## src/rtl/sample_pkg.sv

```systemverilog
`default_nettype none
// ============================================================================
//  Module      : sample_pkg
//  Description : Shared constants and state encoding for the byte-to-sample
//                assembler and its serializing counterpart.
//  Revision    : 1.0 - initial release
// ============================================================================
package sample_pkg;

    localparam int SAMPLE_W         = 48;
    localparam int BYTES_PER_SAMPLE = 6;
    localparam int BYTE_W           = 8;
    localparam int IDX_W            = 3;
    localparam int TIMER_W          = 16;

    typedef enum logic [0:0] {
        ST_COLLECT = 1'b0,
        ST_PRESENT = 1'b1
    } asm_state_t;

    // Map the unreachable byte indices (6, 7) back onto slot 0 so the
    // assembler always recovers to a clean start of sample.
    function automatic logic [IDX_W-1:0] sanitize_idx(input logic [IDX_W-1:0] idx);
        return (idx < IDX_W'(BYTES_PER_SAMPLE)) ? idx : '0;
    endfunction

endpackage
`default_nettype wire

```

## src/rtl/sample_assembler_if.sv

```systemverilog
`default_nettype none
// ============================================================================
//  Module      : sample_assembler_if
//  Description : Byte-in / sample-out handshake bundle. The master side is the
//                byte source plus the sample consumer; the slave side is the
//                assembler itself.
//  Revision    : 1.0 - initial release
// ============================================================================
interface sample_assembler_if;
    import sample_pkg::*;

    logic [BYTE_W-1:0]   data;
    logic                data_rdy;
    logic                data_ack;
    logic [SAMPLE_W-1:0] sample;
    logic                sample_rdy;
    logic                sample_ack;
    logic                timeout_err;

    modport master (
        output data, data_rdy, sample_ack,
        input  data_ack, sample, sample_rdy, timeout_err
    );

    modport slave (
        input  data, data_rdy, sample_ack,
        output data_ack, sample, sample_rdy, timeout_err
    );

endinterface
`default_nettype wire

```

## src/rtl/sample_assembler_idle_timer.sv

```systemverilog
`default_nettype none
// ============================================================================
//  Module      : idle_timer
//  Description : 16-bit idle counter. Counts enabled cycles, clears on demand,
//                and flags expiry on the enabled cycle where the count has
//                reached LIMIT-1. Expiry also clears the count.
//  Revision    : 1.0 - initial release
// ============================================================================
module idle_timer
    import sample_pkg::*;
#(
    parameter int LIMIT = 255
) (
    input  wire logic clk,
    input  wire logic reset,
    input  wire logic enable_i,
    input  wire logic clear_i,
    output logic      expire_o
);

    localparam logic [TIMER_W-1:0] c_LAST = TIMER_W'(LIMIT - 1);

    logic [TIMER_W-1:0] count_q;

    assign expire_o = enable_i && (count_q == c_LAST);

    // Idle cycle counter; any accepted byte or expiry restarts it
    always_ff @(posedge clk) begin
        if (reset || clear_i || expire_o) begin
            count_q <= '0;
        end else if (enable_i) begin
            count_q <= count_q + TIMER_W'(1);
        end
    end

endmodule
`default_nettype wire

```

## src/rtl/sample_assembler.sv

```systemverilog
`default_nettype none
// ============================================================================
//  Module      : sample_assembler
//  Description : Collects six bytes (first byte in the MSBs) into a 48-bit
//                sample and holds it until downstream acknowledges.
//                Optional mid-sample idle timeout, enabled by defining the
//                macro SAMPLE_ASSEMBLER_TIMEOUT_EN; without it timeout_err is
//                constant 0 and partial samples wait indefinitely.
//  Revision    : 1.0 - initial release
// ============================================================================
module sample_assembler
    import sample_pkg::*;
#(
    parameter int TIMEOUT_CYCLES = 255
) (
    input  wire logic          clk,
    input  wire logic          reset,
    sample_assembler_if.slave  bus
);

    generate
        if (TIMEOUT_CYCLES < 2 || TIMEOUT_CYCLES > 65535) begin : g_bad_timeout
            $error("sample_assembler: TIMEOUT_CYCLES must lie in 2..65535");
        end
    endgenerate

    asm_state_t          state_q;
    logic [IDX_W-1:0]    byte_idx_q;
    logic [IDX_W-1:0]    byte_idx_d;
    logic [SAMPLE_W-1:0] sample_q;
    logic                sample_rdy_q;
    logic                timeout_err_q;

    logic                w_accept;
    logic                w_expire;
    logic [IDX_W-1:0]    w_byte_slot;
    logic [5:0]          w_byte_lsb;

    // Byte is taken whenever we are collecting and upstream offers one
    assign w_accept    = (state_q == ST_COLLECT) && bus.data_rdy && !reset;
    assign w_byte_slot = sanitize_idx(byte_idx_q);
    assign byte_idx_d  = w_byte_slot + IDX_W'(1);
    assign w_byte_lsb  = 6'(SAMPLE_W - BYTE_W) - {w_byte_slot, 3'b000};

`ifdef SAMPLE_ASSEMBLER_TIMEOUT_EN
    logic w_timer_en;

    // Only a partially filled sample with no byte on offer counts as idle
    assign w_timer_en = (state_q == ST_COLLECT) && (byte_idx_q != '0) && !bus.data_rdy;

    idle_timer #(
        .LIMIT    (TIMEOUT_CYCLES)
    ) u_idle_timer (
        .clk      (clk),
        .reset    (reset),
        .enable_i (w_timer_en),
        .clear_i  (w_accept),
        .expire_o (w_expire)
    );
`else
    assign w_expire = 1'b0;
`endif

    // Collect bytes into the sample register, then hold it until acknowledged
    always_ff @(posedge clk) begin
        if (reset) begin
            state_q       <= ST_COLLECT;
            byte_idx_q    <= '0;
            sample_q      <= '0;
            sample_rdy_q  <= 1'b0;
            timeout_err_q <= 1'b0;
        end else begin
            timeout_err_q <= w_expire;
            case (state_q)
                ST_COLLECT: begin
                    if (w_accept) begin
                        sample_q[w_byte_lsb +: BYTE_W] <= bus.data;
                        if (w_byte_slot == IDX_W'(BYTES_PER_SAMPLE - 1)) begin
                            byte_idx_q   <= '0;
                            state_q      <= ST_PRESENT;
                            sample_rdy_q <= 1'b1;
                        end else begin
                            byte_idx_q <= byte_idx_d;
                        end
                    end else if (w_expire || (byte_idx_q != w_byte_slot)) begin
                        byte_idx_q <= '0;
                    end
                end
                ST_PRESENT: begin
                    if (bus.sample_ack && sample_rdy_q) begin
                        sample_rdy_q <= 1'b0;
                        state_q      <= ST_COLLECT;
                    end
                end
                default: begin
                    state_q      <= ST_COLLECT;
                    byte_idx_q   <= '0;
                    sample_rdy_q <= 1'b0;
                end
            endcase
        end
    end

    assign bus.data_ack    = w_accept;
    assign bus.sample      = sample_q;
    assign bus.sample_rdy  = sample_rdy_q;
    assign bus.timeout_err = timeout_err_q;

endmodule
`default_nettype wire

```

## src/flat_wrapper.sv

```systemverilog
// flat-port wrapper written by rule: the top's interface ports become plain ports
module sample_assembler_flat import sample_pkg::*;
#(
    parameter int TIMEOUT_CYCLES = 255
)
  (clk, reset, bus_data, bus_data_rdy, bus_sample_ack, bus_data_ack, bus_sample, bus_sample_rdy, bus_timeout_err);
  sample_assembler_if bus_i ();
  input  wire logic clk;
  input  wire logic reset;
  input wire logic [$bits(bus_i.data)-1:0] bus_data;
  input wire logic [$bits(bus_i.data_rdy)-1:0] bus_data_rdy;
  input wire logic [$bits(bus_i.sample_ack)-1:0] bus_sample_ack;
  output wire logic [$bits(bus_i.data_ack)-1:0] bus_data_ack;
  output wire logic [$bits(bus_i.sample)-1:0] bus_sample;
  output wire logic [$bits(bus_i.sample_rdy)-1:0] bus_sample_rdy;
  output wire logic [$bits(bus_i.timeout_err)-1:0] bus_timeout_err;
  assign bus_i.data = bus_data;
  assign bus_i.data_rdy = bus_data_rdy;
  assign bus_i.sample_ack = bus_sample_ack;
  assign bus_data_ack = bus_i.data_ack;
  assign bus_sample = bus_i.sample;
  assign bus_sample_rdy = bus_i.sample_rdy;
  assign bus_timeout_err = bus_i.timeout_err;
  sample_assembler #(.TIMEOUT_CYCLES(TIMEOUT_CYCLES)) u_core (.clk(clk), .reset(reset), .bus(bus_i));
endmodule
```

## config.mk

```make
export PLATFORM = sky130hd
export DESIGN_NAME = sample_assembler_flat
export DESIGN_NICKNAME = d
export VERILOG_FILES = /design/src/rtl/sample_pkg.sv /design/src/rtl/sample_assembler_if.sv /design/src/rtl/sample_assembler_idle_timer.sv /design/src/rtl/sample_assembler.sv /design/src/flat_wrapper.sv
export SDC_FILE = /design/constraint.sdc
export NUM_CORES = 1
export LEC_CHECK = 0
export BUFFER_PORTS_ARGS = -buffer_cell sky130_fd_sc_hd__buf_2
export CORE_AREA = 4 4 89 91
export CTS_CLUSTER_SIZE = 24
export DETAILED_ROUTE_END_ITERATION = 10
export DIE_AREA = 0 0 93 95
export GPL_TIMING_DRIVEN = 0
export PLACE_DENSITY = 0.54
export SLEW_MARGIN = 20
export SYNTH_ARGS = -nofsm -noshare
export SYNTH_HDL_FRONTEND = slang
export SYNTH_SLANG_ARGS = --single-unit
export TNS_END_PERCENT = 30
```

## constraint.sdc

```tcl
create_clock -name clk -period 2 [get_ports clk]
set_input_delay 0.3 -clock clk [delete_from_list [all_inputs] [get_ports clk]]
set_output_delay 0.3 -clock clk [all_outputs]
set_load 0.01 [all_outputs]
```

## After elaboration in Yosys (flattened, before gate mapping)

Cells that the tools add are included.

| word-level totals | value |
|---|---|
| register bits | 53 |
| bits of input ports | 12 |
| output and inout bits | 51 |
| logic and storage cells | 37 |

| operators by class | value |
|---|---|
| add/sub/neg operators | 3 |
| order comparisons | 1 |
| eq/ne operators | 5 |
| shifts and indexed selects | 2 |
| muxes and demuxes | 13 |
| bitwise operators | 1 |
| reductions and logical operators | 8 |

Operators by type and width:

| cell | number |
|---|---|
| bitwise mux 48 bit | 1 |
| variable shift 8 x 8 -> 48 bit, first input constant | 1 |
| indexed part select 8 x 8 -> 48 bit | 1 |
| 2-to-1 mux 3 bit | 4 |
| negation 6 -> 8 bit | 1 |
| 2-to-1 mux 1 bit | 6 |
| inequality test 2 bit, second input constant | 3 |
| subtractor 6 bit, first input constant | 1 |
| case mux 1 bit (2 select lines) | 2 |
| AND reduction 2 bit | 2 |
| adder 3 x 1 -> 3 bit, second input constant | 1 |
| == test 3 bit, second input constant | 1 |
| logical AND 1 bit | 3 |
| < comparator 3 bit, second input constant | 1 |
| inequality test 3 bit | 1 |
| AND reduction 3 bit | 1 |
| nonzero test 2 bit | 1 |
| logical NOT 1 bit | 1 |
| inverter 1 bit | 1 |

## Depth between registers and ports, before layout

Gate-level depths: netlist (run 1).

| logic depth | value |
|---|---|
| depth in word-level cells | 6 |
| depth in mapped cells | 9 |

## Worst setup path after synthesis (run 1)

OpenSTA, ideal clock, no wires.

| timing | value |
|---|---|
| kind | reg-to-reg |
| start point | register u_core.byte_idx_q[1] |
| end point | register u_core.sample_q[6], in the netlist u_core.bus.sample[6] |
| library setup time | 128 ps |
| arrival | 1864 ps |
| data required time | 1872 ps |
| setup slack | 9 ps |
| stages on the path, launching flop included | 10 |
| clock period less this slack | 1991 ps |
| path through | dfxtp_1 -> inv_1 -> ha_1 -> inv_1 -> ha_1 -> nor4bb_1 -> and4_1 -> buf_6 -> mux2i_1 -> nor2_1 |

| on the way | value |
|---|---|
| cells in the longest elaborated chain, start to end | 6 |
| elaborated cells between the ends (all ways) | 7 |

Ends and longest elaborated chain:

| what | RTL line | text |
|---|---|---|
| start: declaration | sample_assembler.sv:28 | `logic [IDX_W-1:0] byte_idx_q;` |
| start signal: assignment | sample_assembler.sv:83 | `byte_idx_q <= byte_idx_d;` |
| < comparator 3 bit | sample_pkg.sv:24 | `return (idx < IDX_W'(BYTES_PER_SAMPLE)) ? idx : '0;` |
| 2-to-1 mux 3 bit (*) | sample_pkg.sv:24 |  |
| subtractor 6 bit (*) | sample_assembler.sv:43 | `assign w_byte_lsb = 6'(SAMPLE_W - BYTE_W) - {w_byte_slot, 3'b000};` |
| negation 6 -> 8 bit (*) | sample_assembler.sv:77 | `sample_q[w_byte_lsb +: BYTE_W] <= bus.data;` |
| indexed part select 8 x 8 -> 48 bit / variable shift 8 x 8 -> 48 bit (equally long branches) | sample_assembler.sv:77 |  |
| bitwise mux 48 bit (*) | sample_assembler.sv:77 |  |
| end signal: indexed assignment | sample_assembler.sv:77 |  |
| end: declaration | sample_assembler.sv:30 | `logic [SAMPLE_W-1:0] sample_q;` |

Every way passes the cells marked *; elsewhere a longest branch is shown, timed or not.
A chain may end at the register's enable or synchronous reset.

## Worst setup path in the final report (run 1)

| timing | value |
|---|---|
| start point | register u_core.byte_idx_q[1] |
| end point | register u_core.sample_q[2], in the netlist u_core.bus.sample[2] |

Same word-level chain as after synthesis.

==> results of run 1 <==
-- synth_stat cells, types with 2 or more instances --
| cell | number |
|---|---|
| and3_1 | 3 |
| ha_1 | 8 |
| nor3b_1 | 2 |
| a22o_1 | 24 |
| mux2i_1 | 16 |
| nand2_1 | 15 |
| buf_6 | 2 |
| nor2_1 | 17 |
| a21oi_2 | 3 |
| a21oi_1 | 2 |
| buf_4 | 5 |
| o21ai_0 | 9 |
| inv_1 | 5 |
| nor2b_1 | 3 |
| clkbuf_1 | 3 |
| dfxtp_1 | 53 |
| nand3b_1 | 11 |
-- timing repair --
| item | CTS | global route |
|---|---|---|
| pin swaps | 4 | 6 |
| gates resized for setup | 12 | 8 |
| setup endpoints to repair | 32 | 29 |
| buffers inserted | 2 | 6 |
-- sequential cells by signal, indices dropped and copies added, names as in the netlist --
signal and cells:
u_core.state_q 1, u_core.bus.sample_rdy 1, u_core.bus.sample 48, u_core.byte_idx_q 3
-- power by group through the flow --
stage          clock (mW)  combinational (mW)  sequential (mW)
3_5_place_dp            0               0.155             1.10
2_1_floorplan           0              0.0869             1.10
6_report            0.726               0.192             1.08
3_3_place_gp            0               0.155             1.10
4_1_cts             0.750               0.176             1.08
5_1_grt             0.790               0.211             1.08
-- per-layer routing --
metal,wire [um],vias up,part of all wire,track usage
li1,-,855,-,-
met1,2560,791,0.48,0.168
met2,2340,60,0.43,0.184
met3,387,6,0.072,0.0271
met4,95,0,0.018,0.0501
met5,0,-,0,0
-- worst max path at each step --
| stage | start | to | slack (ns) | cells past startpoint |
|---|---|---|---|---|
| 2_1_floorplan | u_core.byte_idx_q[1] | u_core.bus.sample[6] | 0.009 | 9 |
| 3_3_place_gp | u_core.byte_idx_q[2] | u_core.bus.sample[9] | -0.28 | 7 |
| 3_5_place_dp | u_core.byte_idx_q[1] | u_core.bus.sample[10] | -0.26 | 7 |
| 4_1_cts | u_core.byte_idx_q[1] | u_core.bus.sample[5] | 0.02 | 9 |
| 5_1_grt | u_core.byte_idx_q[1] | u_core.bus.sample[3] | -0.11 | 9 |
| 6_report | u_core.byte_idx_q[1] | u_core.bus.sample[2] | 0.03 | 9 |
-- worst max-delay path: cells and delay by family (launching register included) --
| family | cells | cell delay, ns |
|---|---|---|
| buffers and inverters | 3 | 0.24 |
| muxes | 1 | 0.20 |
| adders and majority gates | 2 | 0.47 |
| DFF | 1 | 0.40 |
| and+or+nand+nor | 3 | 0.54 |
-- kinds of logic (layout without fill, tap and decap cells) --
logic type / after synthesis / after routing
other cells: 1 / 1
mux: 16 / 16
buf+inv: 16 / 92
compound gates: 41 / 41
flops: 53 / 53
fa+ha+maj: 8 / 8
simple gates: 63 / 63
-- area by class of cell --
cell class | instances | share of cell area
repair buffers | 68 | 0.129
well taps | 99 | 0.0445
plain buffers | 11 | 0.0283
clock buffers | 6 | 0.0260
inverters | 5 | 0.00853
multi-input cells | 129 | 0.366
clock inverters | 2 | 0.0139
flip-flops and latches | 53 | 0.384
-- through the flow --
step	total power, mW	std cells	worst slack, ns	util	setup TNS, ns
floorplan	1.19	198	0.00881	-	0
global placement	1.26	357	-0.283	0.354	-3.89
detailed placement	1.26	357	-0.261	0.354	-3.74
CTS	2.00	367	0.0174	0.379	0
global route	2.08	373	-0.106	0.390	-0.570
finish	1.99	373	0.0317	0.390	0
==> out/qor.yml, run 1 <==
layout:
  final_cell_mix: "buf_2, dfxtp_1, a22o_1"
  syn_to_final_growth_pct: 32.5
  final_common_cell: "buf_2"
  fillers: 753
  insertedDiodeCount: 0
  seqCellArea_mm2: 0.00107
  finalNetCount: 293
  multi_input_area_mm2: 0.00102
  final_area_mm2: 0.00279
  final_layout_size_suffix_gt1_frac: 0.369
yosys:
  syn_area_per_cell_um2: 10.6
  async_flop_share: 0
  synth_area_mm2: 0.00210
  syn_inst: 198
  yosys_most_used_dff: "dfxtp_1"
  synth_top_family_by_area: "simple AND/OR/NAND/NOR gates"
  synth.net_count: 218
  synthAdderAreaFrac: 0.0476
  synth-edff-count: 0
  synth_xor_area_frac: 0
  yosysTopAreaCell: "dfxtp_1"
  netlist_top_cells_area: "dfxtp_1, a22o_1, mux2i_1"
  synth_cell_types: 34
  yosys_warnings: 0
  synth_top_area_frac: 0.504
  yosys.area_share.simple: 0.175
  synth-compound-area-share: 0.150
  ys_seq_area_frac: 0.504
  synth_mux_area_frac: 0.0761
  synth_seq_cells: 53
power_and_ir_drop:
  leakagePower_nw: 1.22
  ir_worst_vdd_mv: 0.256
  p_int_mw: 1.52
  pwr_density_cell_mw_per_mm2: 716
  clkPwrFrac: 0.364
  power_frac_seq: 0.540
  switching_share: 0.235
  p_comb_frac: 0.096
  p_switching_mw: 0.470
floorplan:
  start_util: 0.295
  rows: 31
  dieArea_mm2: 0.00884
  die_width_um: 93
  io_pins: 63
  fp.dieH_um: 95
  core_mm2: 0.00714
sta:
  slew_violations: 0
  max_clock_freq_mhz: 508
  hold_ws_ns: 0.283
  post-route-min-period_ns: 1.97
  finalSetupViolations: 0
  finalHoldViolCount: 0
  rsz0062_at_grt: "true"
  fin_skew_ns: 0.00869
  finalCritPeriodShare: 0.984
global_route:
  grtUsageTotal: 0.122
  antenna_found_initial: 0
  overflow: 0
  grt_pass1_vias: 1626
  grt_max_degree: 17
  grt_pass1_wl_mm: 8.35
cts:
  numCtsBuffers: 5
  hold_buffers: 0
  cts_tree: "built"
  clkLatencyLatePin_ns: 0.30
  path_clk_slew_ns: 0.10
  ctsHtreeMaxLevel: 2
  cts_buffer_depth: 2
  numClockSinks: 53
  cts-root-buf: "clkbuf_8"
setup_path:
  slowest_delay_ns: 0.40
  r2r_slack_ns: 0.03
  r2r_cells: 9
  arrival_ns: 2.16
  rr_startpoint: "u_core.byte_idx_q[1]"
  path_max_fanout: 8
  rr_endpoint: "u_core.bus.sample[2]"
  critical_path_required_ns: 2.19
  slowest_stage: "dfxtp_4"
  critPathLaunchType: "register"
  path_cells: "inv_4 > ha_4 > inv_4 > ha_4 > nor4bb_1 > and4_1 > buf_6 > mux2i_1 > nor2_1"
  critPathKind: "register to register"
  worstSetupEndpointType: "register"
flow_run:
  drv_cap: 0
routing:
  ant_nets: 0
  wire_per_inst_um: 14.4
  drt-vias-per-instance: 4.59
  via_count: 1712
  wl_mm: 5.38
  drcViolationCount: 0
  drt_iter0_markers: 59
  firstDrtPassIters: 4
place:
  dp_hpwl_mm: 3.90
  dpl_cell_area_mm2: 0.00253
  portBuffers: 60
  globalplace.congestion: 0.787
worst_hold_path:
  min_to: "u_core.state_q"
  min_path_cells: 4
  min_from: "bus_sample_ack"
  hp-class: "input port to register"
run_status:
  status: "complete, no violations"
Note: power is estimated with default switching activity, not from simulation.
==> inputs of run 2 (changes only) <==
- REMOVE_ABC_BUFFERS: unset -> 1
==> run 2 against run 1 <==
Effect of this change: via count is 4.4% lower; worst hold slack hardly changed; sequential cell count stayed put; routed wire length is 2.1% lower; sequential share of layout area is 1.5 points higher; global-route usage is 0.14 points lower; power is 1.9% lower; first-iteration DRC count is 19% higher; combinational power is 9.9% lower; worst setup slack worse by 0.029 ns; critical endpoint unchanged; fmax is 1.5% lower; clock skew is 0.0018 ns lower.
==> out/qor.yml, run 2 (synthesis gave the netlist of run 1 again) <==
run_status:
  status: "complete, no violations"
floorplan:
  dieArea_mm2: 0.00884
  start_util: 0.295
  fp.dieH_um: 95
  core_mm2: 0.00714
  die_width_um: 93
  rows: 31
  io_pins: 63
power_and_ir_drop:
  power_frac_seq: 0.551
  p_comb_frac: 0.089
  ir_worst_vdd_mv: 0.229
  p_switching_mw: 0.456
  pwr_density_cell_mw_per_mm2: 730
  clkPwrFrac: 0.360
  p_int_mw: 1.50
  power.total_mw: 1.96
  leakagePower_nw: 1.16
  switching_share: 0.233
cts:
  numClockSinks: 53
  path_clk_slew_ns: 0.09
  hold_buffers: 0
  clkLatencyLatePin_ns: 0.30
  cts_tree: "built"
  ctsHtreeMaxLevel: 2
  cts-root-buf: "clkbuf_8"
  numCtsBuffers: 5
  cts_buffer_depth: 2
sta:
  relSlewSlack: 0.537
  slew_violations: 0
  rsz0062_at_grt: "true"
  fin_skew_ns: 0.00684
  finalCritPeriodShare: 0.999
  finalHoldViolCount: 0
  finalSetupViolations: 0
  tns_ns: 0
  max_clock_freq_mhz: 501
  post-route-min-period_ns: 2.00
  worst_slew_pin_slew_ns: 0.694
setup_path:
  path_buf_inv: 2
  worstSetupEndpointType: "register"
  critPathKind: "register to register"
  critical_path_required_ns: 2.17
  slowest_delay_ns: 0.42
  path_cells: "inv_4 > ha_4 > inv_2 > ha_4 > nor4bb_1 > and4_4 > mux2i_1 > nor2_1"
  critPathLaunchType: "register"
  arrival_ns: 2.17
  crit_path_frequent_cell: "ha_4"
  cp_top_family: "simple AND/OR/NAND/NOR gates"
  path_max_fanout: 8
  slowest_stage: "dfxtp_4"
  r2r_slack_ns: 0.003
layout:
  largest_reg_flops: 48
  layout.cells.non_filler: 358
  syn_to_final_growth_pct: 27.4
  insertedDiodeCount: 0
  utilization: 0.375
  final_layout_size_suffix_gt1_frac: 0.359
  finalNetCount: 279
  final_cell_mix: "buf_2, dfxtp_1, a22o_1"
  fillers: 791
  final_area_mm2: 0.00268
  final_common_cell: "buf_2"
place:
  dpl_cell_area_mm2: 0.00246
  dp_hpwl_mm: 3.74
  placed_cells: 347
  globalplace.congestion: 0.785
  portBuffers: 61
global_route:
  antenna_found_initial: 0
  grtUsageTotal: 0.120
  overflow: 0
  grt_max_degree: 37
  grt_pass1_vias: 1606
  grt_pass1_wl_mm: 8.36
worst_hold_path:
  hp-class: "input port to register"
routing:
  ant_nets: 0
  drcViolationCount: 0
  via_count: 1637
  wl_mm: 5.26
  drt_iter0_markers: 70
  drt-vias-per-instance: 4.57
  firstDrtPassIters: 4
  wire_per_inst_um: 14.7
flow_run:
  drv_cap: 0
run 2: changes by cell type in the layout (fill, tap and decap cells not counted), sizes merged:
cell	delta
buf	-10
clkbuf	-5
run 2: worst reg2reg max path: stages, from the launching register on:
cell      delay (ns)
dfxtp_4         0.42
inv_4           0.05
ha_4            0.25
inv_2           0.04
ha_4            0.21
nor4bb_1        0.26
and4_4          0.39
mux2i_1         0.21
nor2_1          0.05
run 2: repair_timing:
item	4_1_cts	5_1_grt
pin swaps	4	3
setup buffers	3	1
resized for setup	21	2
setup endpoints to repair	40	37
run 2: final timing paths:
path	start	to	depth (start not counted)
setup / recovery	u_core.byte_idx_q[1]	u_core.bus.sample[2]	8
hold / removal	bus_sample_ack	u_core.state_q	4
setup reg to reg	u_core.byte_idx_q[1]	u_core.bus.sample[2]	8
hold reg to reg	u_core.bus.sample[18]	u_core.bus.sample[18]	1
run 2: per-layer routing:
metal	global-route usage	wire, um	part of all wire	vias to the layer above
met5	0	0	0	-
met4	0.0440	72	0.014	0
met3	0.0295	256	0.049	5
li1	-	-	-	824
met2	0.191	2330	0.44	43
met1	0.159	2600	0.49	765
run 2: through the flow:
step	worst slack (ns)	hold WS, ns
6_report	0.00267	0.283
5_1_grt	-0.0736	0.292
4_1_cts	-0.0162	0.272
3_5_place_dp	-0.452	0.463
3_3_place_gp	-0.423	0.457
2_1_floorplan	-0.110	0.369
run 2: power groups by stage:
stage / logic, mW / registers, mW / clock network, mW
after detailed placement: 0.148 / 1.10 / 0
after CTS: 0.172 / 1.08 / 0.732
final: 0.173 / 1.08 / 0.705
after floorplan: 0.0726 / 1.10 / 0
after global routing: 0.192 / 1.08 / 0.768
after global placement: 0.146 / 1.10 / 0
run 2: final cells by class:
type / instances / area [um2] / area share
clock buffer: 5 / 68.8 / 0.0257
clock inverter: 2 / 35.0 / 0.0131
inverter: 5 / 21.3 / 0.00794
multi-input combinational: 129 / 1030 / 0.383
sequential: 53 / 1070 / 0.399
tap: 99 / 124 / 0.0462
timing repair buffer: 65 / 335 / 0.125
==> inputs of run 3 (changes only) <==
- CELL_PAD_IN_SITES_DETAIL_PLACEMENT: unset -> 0
- CELL_PAD_IN_SITES_GLOBAL_PLACEMENT: unset -> 1
- PLACE_DENSITY: 0.54 -> 0.67
==> run 3 against run 2 <==
Effect of this change: sequential power about the same; clock skew increased by 0.0013 ns; utilization increased by 0.72 points; count of clock-buffer cells in the layout increased by 1; worst setup slack improved by 0.012 ns; via count increased by 1.9%; non-clock buffer count increased by 2; first-iteration DRC count decreased by 26%; critical path depth unchanged; final cell count increased by 0.84%; clock power increased by 3.4%; critical path type unchanged; critical endpoint is now u_core.bus.sample[3]; largest power group unchanged; highest routed layer unchanged.
==> out/qor.yml, run 3 (synthesis gave the netlist of run 1 again) <==
layout:
  largest_reg_flops: 48
  utilization: 0.383
  layout.cells.non_filler: 361
  insertedDiodeCount: 0
  final_common_cell: "buf_2"
  final_cell_mix: "buf_2, dfxtp_1, a22o_1"
  finalNetCount: 281
  final_area_mm2: 0.00273
  final_layout_size_suffix_gt1_frac: 0.366
  syn_to_final_growth_pct: 29.8
routing:
  drt_iter0_markers: 52
  wl_mm: 5.38
  wire_per_inst_um: 14.9
  drcViolationCount: 0
  firstDrtPassIters: 4
  via_count: 1668
  drt-vias-per-instance: 4.62
  ant_nets: 0
floorplan:
  start_util: 0.295
  dieArea_mm2: 0.00884
  core_mm2: 0.00714
  io_pins: 63
  die_width_um: 93
  fp.dieH_um: 95
  rows: 31
place:
  dp_slack_ns: -0.491
  portBuffers: 61
  dpl_cell_area_mm2: 0.00246
  dp_hpwl_mm: 3.74
  placed_cells: 347
  globalplace.congestion: 0.778
sta:
  finalSetupViolations: 0
  finalHoldViolCount: 0
  finalCritPeriodShare: 0.993
  rsz0062_at_grt: "true"
  slew_violations: 0
  tns_ns: 0
  max_clock_freq_mhz: 504
  relSlewSlack: 0.538
  fin_skew_ns: 0.00812
  post-route-min-period_ns: 1.99
  worst_slack_ns: 0.0143
  hold_ws_ns: 0.277
  worst_slew_pin_slew_ns: 0.693
cts:
  clkLatencyLatePin_ns: 0.31
  numClockSinks: 53
  cts_tree: "built"
  hold_buffers: 0
  path_clk_slew_ns: 0.10
  numCtsBuffers: 5
  ctsHtreeMaxLevel: 2
  cts_buffer_depth: 2
  cts-root-buf: "clkbuf_8"
global_route:
  met2_usage: 0.196
  grtUsageTotal: 0.125
  grt_pass1_wl_mm: 8.50
  grt_pass1_vias: 1587
  overflow: 0
  met1_usage: 0.168
  top_usage_layer: "met2"
  antenna_found_initial: 0
  gr-usage-met3: 0.0263
  grt_max_degree: 37
setup_path:
  critPathLaunchType: "register"
  critical_path_required_ns: 2.17
  worstSetupEndpointType: "register"
  path_max_fanout: 8
  critPathKind: "register to register"
  arrival_ns: 2.16
power_and_ir_drop:
  power.total_mw: 1.99
  leakagePower_nw: 1.18
  ir_worst_vdd_mv: 0.280
  pwr_density_cell_mw_per_mm2: 729
worst_hold_path:
  hp-class: "input port to register"
run_status:
  status: "complete, no violations"
flow_run:
  drv_cap: 0
-- run 3: power by group --
part	total, mW	switching (mW)	internal (mW)
clock	0.729	0.352	0.376
sequential	1.08	0.0108	1.07
combinational	0.186	0.108	0.0781
-- run 3: routing by layer --
metal  part of all wire  wire length, um  vias to the layer above
met5                  0                0                        -
met4              0.016               88                        0
met3              0.044              235                        8
met2               0.46             2480                       43
met1               0.48             2570                      787
li1                   -                -                      830
-- run 3: layout make-up --
type / instances / area (um2)
multi-input cells: 129 / 1040
well taps: 99 / 124
flip-flops and latches: 53 / 1070
clock inverters: 2 / 38.8
repair buffers: 67 / 363
fillers: 765 / 4410
inverters: 5 / 21.3
clock buffers: 6 / 72.6
-- run 3: final timing paths --
| check | from | to | slack, ns | cells past startpoint |
|---|---|---|---|---|
| hold reg to reg | u_core.bus.sample[20] | u_core.bus.sample[20] | 0.48 | 1 |
| setup reg to reg | u_core.byte_idx_q[1] | u_core.bus.sample[3] | 0.01 | 8 |
| hold / removal | bus_sample_ack | u_core.state_q | 0.28 | 4 |
| setup / recovery | u_core.byte_idx_q[1] | u_core.bus.sample[3] | 0.01 | 8 |
-- run 3: worst max-delay path, cell delays in order (launching register included) --
cell	delay [ns]
dfxtp_4	0.40
inv_4	0.05
ha_4	0.25
inv_2	0.04
ha_4	0.23
nor4bb_4	0.25
and4_4	0.38
mux2i_1	0.21
nor2_1	0.06
-- run 3: what timing repair did --
item                       4_1_cts  5_1_grt
pin swaps                        4        2
resized for setup               24        2
setup buffers                    4        2
setup endpoints to repair       44       40
